<file path="src/rtl/llr_framer_a20.sv">
// LLR scaler/saturator and codeword framer in front of the (20,A) block decoder.
// Optional macro SAT_COUNT_EN adds a saturating count of clipped input symbols.
module llr_framer_a20 #(
   parameter int unsigned IN_WIDTH    = 16,
   parameter int unsigned DATA_WIDTH  = 8,
   parameter int unsigned NUM_SYMBOLS = 20
) (
   input  logic                  clk,
   input  logic                  s_axis_areset,
   input  logic [3:0]            shift,
   input  logic                  shift_valid,
   input  logic [IN_WIDTH-1:0]   s_axis_tdata,
   input  logic                  s_axis_tvalid,
   output logic                  s_axis_tready,
   input  logic                  s_axis_tlast,
   output logic [DATA_WIDTH-1:0] m_axis_tdata,
   output logic                  m_axis_tvalid,
   input  logic                  m_axis_tready,
   output logic                  m_axis_tlast,
   output logic                  short_frame,
   output logic                  long_frame
`ifdef SAT_COUNT_EN
   ,
   output logic [15:0]           sat_count
`endif
);

   localparam int unsigned CNT_W = (NUM_SYMBOLS > 1) ? $clog2(NUM_SYMBOLS) : 1;
   localparam int unsigned EXT_W = IN_WIDTH + 1;
   localparam int unsigned ENT_W = DATA_WIDTH + 1;
   localparam logic [CNT_W-1:0] LAST_IDX = CNT_W'(NUM_SYMBOLS - 1);
   localparam logic signed [EXT_W-1:0] SAT_HI = EXT_W'((2 ** (DATA_WIDTH - 1)) - 1);
   localparam logic signed [EXT_W-1:0] SAT_LO = -SAT_HI;

   localparam logic [0:0] ST_RUN = 1'b0;
   localparam logic [0:0] ST_PAD = 1'b1;

   logic [0:0]       state_q, state_d;
   logic [CNT_W-1:0] sym_cnt_q, sym_cnt_d;
   logic [3:0]       shift_pend_q, shift_pend_d;
   logic [3:0]       shift_act_q, shift_act_d;
   logic             head_v_q, head_v_d;
   logic             sec_v_q, sec_v_d;
   logic [ENT_W-1:0] head_q, head_d;
   logic [ENT_W-1:0] sec_q, sec_d;
   logic             tready_q, tready_d;
   logic             short_q, short_d;
   logic             long_q, long_d;

   logic                    in_acc;
   logic                    pad_wr;
   logic                    wr;
   logic [ENT_W-1:0]        wr_ent;
   logic [3:0]              shift_use;
   logic signed [EXT_W-1:0] x_ext;
   logic signed [EXT_W-1:0] rnd;
   logic signed [EXT_W-1:0] scaled;
   logic [DATA_WIDTH-1:0]   sym_in;
   logic                    clipped;

   // Round-half-up scaling and symmetric saturation of the incoming LLR.
   // The index-0 symbol already uses the pending shift it latches.
   always_comb begin
      shift_use = (sym_cnt_q == '0) ? shift_pend_q : shift_act_q;
      x_ext     = {s_axis_tdata[IN_WIDTH-1], s_axis_tdata};
      rnd       = '0;
      if (shift_use != 4'd0) begin
         rnd = EXT_W'(1) << (shift_use - 4'd1);
      end
      scaled  = (x_ext + rnd) >>> shift_use;
      sym_in  = scaled[DATA_WIDTH-1:0];
      clipped = 1'b0;
      if (scaled > SAT_HI) begin
         sym_in  = SAT_HI[DATA_WIDTH-1:0];
         clipped = 1'b1;
      end else if (scaled < SAT_LO) begin
         sym_in  = SAT_LO[DATA_WIDTH-1:0];
         clipped = 1'b1;
      end
   end

   // Framing FSM, symbol counter and 2-entry skid buffer.
   always_comb begin
      state_d      = state_q;
      sym_cnt_d    = sym_cnt_q;
      shift_pend_d = shift_pend_q;
      shift_act_d  = shift_act_q;
      head_v_d     = head_v_q;
      sec_v_d      = sec_v_q;
      head_d       = head_q;
      sec_d        = sec_q;
      short_d      = 1'b0;
      long_d       = 1'b0;

      in_acc = s_axis_tvalid && tready_q;
      pad_wr = (state_q == ST_PAD) && !(head_v_q && sec_v_q && !m_axis_tready);
      wr     = in_acc || pad_wr;
      wr_ent = {(sym_cnt_q == LAST_IDX), (pad_wr ? '0 : sym_in)};

      if (shift_valid) begin
         shift_pend_d = shift;
      end
      if (in_acc && (sym_cnt_q == '0)) begin
         shift_act_d = shift_pend_q;
      end

      if (wr) begin
         sym_cnt_d = (sym_cnt_q == LAST_IDX) ? '0 : sym_cnt_q + CNT_W'(1);
      end

      case (state_q)
         ST_RUN: begin
            if (in_acc && s_axis_tlast && (sym_cnt_q != LAST_IDX)) begin
               short_d = 1'b1;
               state_d = ST_PAD;
            end
            if (in_acc && !s_axis_tlast && (sym_cnt_q == LAST_IDX)) begin
               long_d = 1'b1;
            end
         end
         ST_PAD: begin
            if (pad_wr && (sym_cnt_q == LAST_IDX)) begin
               state_d = ST_RUN;
            end
         end
         default: state_d = ST_RUN;
      endcase

      // Head drives the outputs; the second entry absorbs one stalled write.
      if (!head_v_q || m_axis_tready) begin
         if (sec_v_q) begin
            head_v_d = 1'b1;
            head_d   = sec_q;
            sec_v_d  = wr;
            if (wr) begin
               sec_d = wr_ent;
            end
         end else begin
            head_v_d = wr;
            if (wr) begin
               head_d = wr_ent;
            end
         end
      end else if (wr) begin
         sec_v_d = 1'b1;
         sec_d   = wr_ent;
      end

      tready_d = (state_d == ST_RUN) && !(head_v_d && sec_v_d);
   end

   always_ff @(posedge clk) begin
      if (s_axis_areset) begin
         state_q      <= ST_RUN;
         sym_cnt_q    <= '0;
         shift_pend_q <= '0;
         shift_act_q  <= '0;
         head_v_q     <= 1'b0;
         sec_v_q      <= 1'b0;
         head_q       <= '0;
         sec_q        <= '0;
         tready_q     <= 1'b0;
         short_q      <= 1'b0;
         long_q       <= 1'b0;
      end else begin
         state_q      <= state_d;
         sym_cnt_q    <= sym_cnt_d;
         shift_pend_q <= shift_pend_d;
         shift_act_q  <= shift_act_d;
         head_v_q     <= head_v_d;
         sec_v_q      <= sec_v_d;
         head_q       <= head_d;
         sec_q        <= sec_d;
         tready_q     <= tready_d;
         short_q      <= short_d;
         long_q       <= long_d;
      end
   end

`ifdef SAT_COUNT_EN
   logic [15:0] sat_cnt_q, sat_cnt_d;

   // Sticky-at-max count of clipped accepted symbols; shift_valid restarts it.
   always_comb begin
      sat_cnt_d = sat_cnt_q;
      if (shift_valid) begin
         sat_cnt_d = '0;
      end else if (in_acc && clipped && (sat_cnt_q != 16'hFFFF)) begin
         sat_cnt_d = sat_cnt_q + 16'd1;
      end
   end

   always_ff @(posedge clk) begin
      if (s_axis_areset) begin
         sat_cnt_q <= '0;
      end else begin
         sat_cnt_q <= sat_cnt_d;
      end
   end

   assign sat_count = sat_cnt_q;
`endif

   assign s_axis_tready = tready_q;
   assign m_axis_tvalid = head_v_q;
   assign m_axis_tdata  = head_q[DATA_WIDTH-1:0];
   assign m_axis_tlast  = head_q[DATA_WIDTH];
   assign short_frame   = short_q;
   assign long_frame    = long_q;

endmodule

</file>
<file path="config.mk">
export PLATFORM = sky130hd
export DESIGN_NAME = llr_framer_a20
export DESIGN_NICKNAME = d
export VERILOG_FILES = /design/src/rtl/llr_framer_a20.sv
export SDC_FILE = /design/constraint.sdc
export NUM_CORES = 1
export LEC_CHECK = 0
export CAP_MARGIN = 20
export CELL_PAD_IN_SITES_DETAIL_PLACEMENT = 0
export CELL_PAD_IN_SITES_GLOBAL_PLACEMENT = 2
export CORE_ASPECT_RATIO = 1.75
export CORE_UTILIZATION = 34
export CTS_CLUSTER_SIZE = 14
export DETAILED_ROUTE_END_ITERATION = 10
export PLACE_DENSITY_LB_ADDON = 0.1
export SYNTH_ARGS = -nofsm -noshare
export SYNTH_HDL_FRONTEND = slang
export SYNTH_SLANG_ARGS = --single-unit
</file>
<file path="constraint.sdc">
create_clock -name clk -period 6.5 [get_ports clk]
set_clock_uncertainty 0.05 [all_clocks]
set_input_delay 0.975 -clock clk [delete_from_list [all_inputs] [get_ports clk]]
set_output_delay 0.975 -clock clk [all_outputs]
set_load 0.005 [all_outputs]
</file>
==> impl_results.md <==
* RSZ-0062 raised after global routing: no
* Syn Nets at 537
* Vias in the first global route at 3913
* Post-route insts no fill at 647
* Critical Path Sink Type: flip-flop
* Met2 Routed Length at 7.09 mm
* # IOs at 39
* Cts hold-fix bufs at 0
* TNS Setup at 0 ns
* Routed metal-1 wirelength at 4.78 mm
* Vias/cell at 5.94
* Gr ovfl total at 0
* GP Congestion at 0.914
* Final ANT Viol Nets at 0
* Initial DRC count at 148
* Via count at 3842
* Post_cts resized at 0
* Synthesized flop and latch total at 37
* Crit Path Max Fanout at 12
* Post-Synthesis Cells at 492
* Input/output buffers at 38
* Sw Share at 33.8%
* Synth unique cells at 92
* Pwr per Cell Area at 202 nW/µm²
* Synth Area in XOR/XNOR at 3.17%
* Drt drc at 0
* Critical path's top delay family: compound AO/OA/AOI/OAI gates
* Initial antenna violation count at 0
* Reg area at 741 µm²
* Worst Hold Class: reg -> reg
* Synth Area in Compound Gates at 32.6%
* CTS sink cnt at 37
* Setup bufs post-CTS at 0
* Min Tclk post-route at 5.74 ns
* Core Area at 10800 µm²
* Placed cell count at 638
* Slowest stage cell, crit path: a211oi_1
* Max clock buf depth at 2
* Synth Cell Area at 3790 µm²
* Tcrit/Tclk final at 88.3%
* Asr flop ratio synth at 0%
* TritonCTS Buffers at 5
* WS Path Type: reg -> reg
* Seq/Total Area, Yosys at 19.5%
* Filler cell count at 1179
* Final total power at 0.890 mW
* Sequential Power Share at 27.8%
* WL final at 12.9 mm
* Top layer in use: met4
* Critical path cell sequence: inv_1, ha_1, nor4b_2, buf_4, mux2i_4, buf_4, nand2_1, nor2_1, ha_1, a21oi_1, nand2_1, a211oi_1, or3_1, a21oi_1, a2111oi_4, nand4b_1, o31a_1, or2_1, a32o_1
* Relative max-transition margin at 39.1%
* Portion of netlist area occupied by mux cells at 7.30%
* Outcome: finished, final reports clean
* Met3 WL post-DR at 249 µm
* Simple-gate area share of the yosys netlist at 25.5%
* Nets@finish at 561
* Avg Inst Size Synth at 7.70 µm²
* CP bufs+invs at 3
* Worst Tran Pin Value at 0.907 ns
* Detailed Place HPWL at 10.2 mm
* Critical Path AT at 5.86 ns
* Initial core utilization at 35.2%
* Area grow syn2layout at 16.1%
* Number of synthesized flops with an enable pin at 0
* Final setup vio count at 0
* Num rows at 50
* DR WL/cell at 19.9 µm
* Post-synthesis adder-cell area fraction at 6.47%
* Largest stage delay on the critical path at 0.49 ns
* Area of the multi-input gates at 2850 µm²
* Worst hold slack at 0.419 ns
* Leak pwr at 1.66 nW
* Fraction of final layout cells sized beyond drive strength 1 at 11.4%
* Clk Latency, worst-skew pair at 0.29 ns
* Clock tree root driver cell: clkbuf_16
* Yosys Warn Count at 0
* DR pass1 iterations at 4
* Clock share of power at 35.8%
* Global-route wire length before repair at 20.3 mm
* Max VDD drop at 0.224 mV
* CTS H-tree depth at 2
* Net switching power at 0.301 mW
* Final Max Slew Viols at 0
* Die W at 81.8 µm
* Max Cap Viol at 0
* Die height at 142 µm
* CP required at 6.63 ns
* Pin count of the biggest net entering global routing at 33
* Final hold violation count at 0
* Max Clk Rate at 0.174 GHz
* CP Launch Type: flip-flop
* Largest family of logic cells by synthesized area: compound AO/OA/AOI/OAI gates
* Main flop type after synthesis: dfxtp_1
* Die footprint at 11600 µm²
* Gate power share at 36.4%
* Dpl ws at 0.823 ns
* CTS clk-pin slew, worst paths at 0.06 ns
* GRT Overall Usage at 23.3%
* Diode count at 0
* CTS tree: built
* Power Internal at 0.589 mW
* Worst setup margin at 0.764 ns
flip-flops by register name (all words and copies together) (netlist names):
name and flops:
shift_pend_q 4, long_frame 1, shift_act_q 4, state_q 1, m_axis_tvalid 1, head_q 9, s_axis_tready 1, sym_cnt_q 5
short_frame 1, sec_q 9, sec_v_q 1
worst reg2reg max path, stage by stage (launching register included):
cell	delay (ns)
dfxtp_1	0.35
inv_1	0.07
ha_1	0.13
nor4b_2	0.20
buf_4	0.25
mux2i_4	0.32
buf_4	0.24
nand2_1	0.35
nor2_1	0.20
ha_1	0.35
a21oi_1	0.38
nand2_1	0.12
a211oi_1	0.49
or3_1	0.35
a21oi_1	0.15
a2111oi_4	0.47
nand4b_1	0.22
o31a_1	0.40
or2_1	0.29
a32o_1	0.25
per-stage QoR:
step	instance area [µm²]	utilization [%]
floorplan	3790	-
global placement	4210	39.1
detailed placement	4210	39.1
CTS	4400	40.8
global route	4400	40.9
finish	4400	40.9
Yosys cell counts (all sizes together) (9+ instances only):
cell	n	area share, %
nand2	56	5.8
a21oi	49	7.2
ha	18	5.9
a211oi	9	2.7
buf	13	2.5
mux2i	17	5.0
o21ai	25	3.5
dfxtp	37	20
nand3	16	2.2
nor2	71	7.5
nor3	22	2.9
clkbuf	16	2.2
final cells by class:
type                       instances  share of cell area, %
clock buffer                       5                   2.84
clock inverter                     3                   1.48
inverter                           6                  0.512
multi-input combinational        420                   64.7
sequential                        37                   16.8
tap                              130                   3.70
timing repair buffer              46                   9.95
power groups by stage:
stage | clock network (mW) | logic (mW) | registers (mW)
2_1_floorplan | 0 | 0.227 | 0.252
6_report | 0.319 | 0.324 | 0.248
5_1_grt | 0.333 | 0.355 | 0.250
3_3_place_gp | 0 | 0.323 | 0.252
4_1_cts | 0.325 | 0.323 | 0.248
3_5_place_dp | 0 | 0.322 | 0.253
cells in the final DEF (no fill, tap or decap), drive strengths merged, types with 5 or more instances in the layout:
cell type,count
a31o,8
o21ai,25
a32o,8
nor3,22
a211oi,9
nor2,71
dfxtp,37
and2,7
xnor2,8
ha,18
nand2,56
nand2b,5
mux2,5
a21oi,49
mux2i,17
inv,6
clkbuf,6
clkdlybuf4s50,38
buf,7
a31oi,7
o211ai,6
nand3,16
a211o,5
layer usage:
metal | vias to the layer above | GRT usage, %
met2 | 89 | 43.1
met4 | 0 | 15.9
met5 | - | 0
met1 | 1820 | 23.8
met3 | 39 | 1.48
li1 | 1894 | -
path summary, 6_finish.rpt:
path              slack [ns]  depth (start not counted)               endpoint                      start
setup / recovery        0.76                         19  sec_q[1]$_SDFFE_PP0P_  sym_cnt_q[0]$_SDFFE_PP0P_
hold / removal          0.42                          1  sec_q[3]$_SDFFE_PP0P_      sec_q[3]$_SDFFE_PP0P_
setup reg to reg        0.76                         19  sec_q[1]$_SDFFE_PP0P_  sym_cnt_q[0]$_SDFFE_PP0P_
hold reg to reg         0.42                          1  sec_q[3]$_SDFFE_PP0P_      sec_q[3]$_SDFFE_PP0P_
kinds of logic after synthesis:
group | after synthesis
fa+ha+maj | 19
other cells | 1
buf+inv | 35
flops | 37
mux | 23
compound gates | 161
xor+xnor | 12
simple gates | 204
Power figures use the tool's default switching activity.
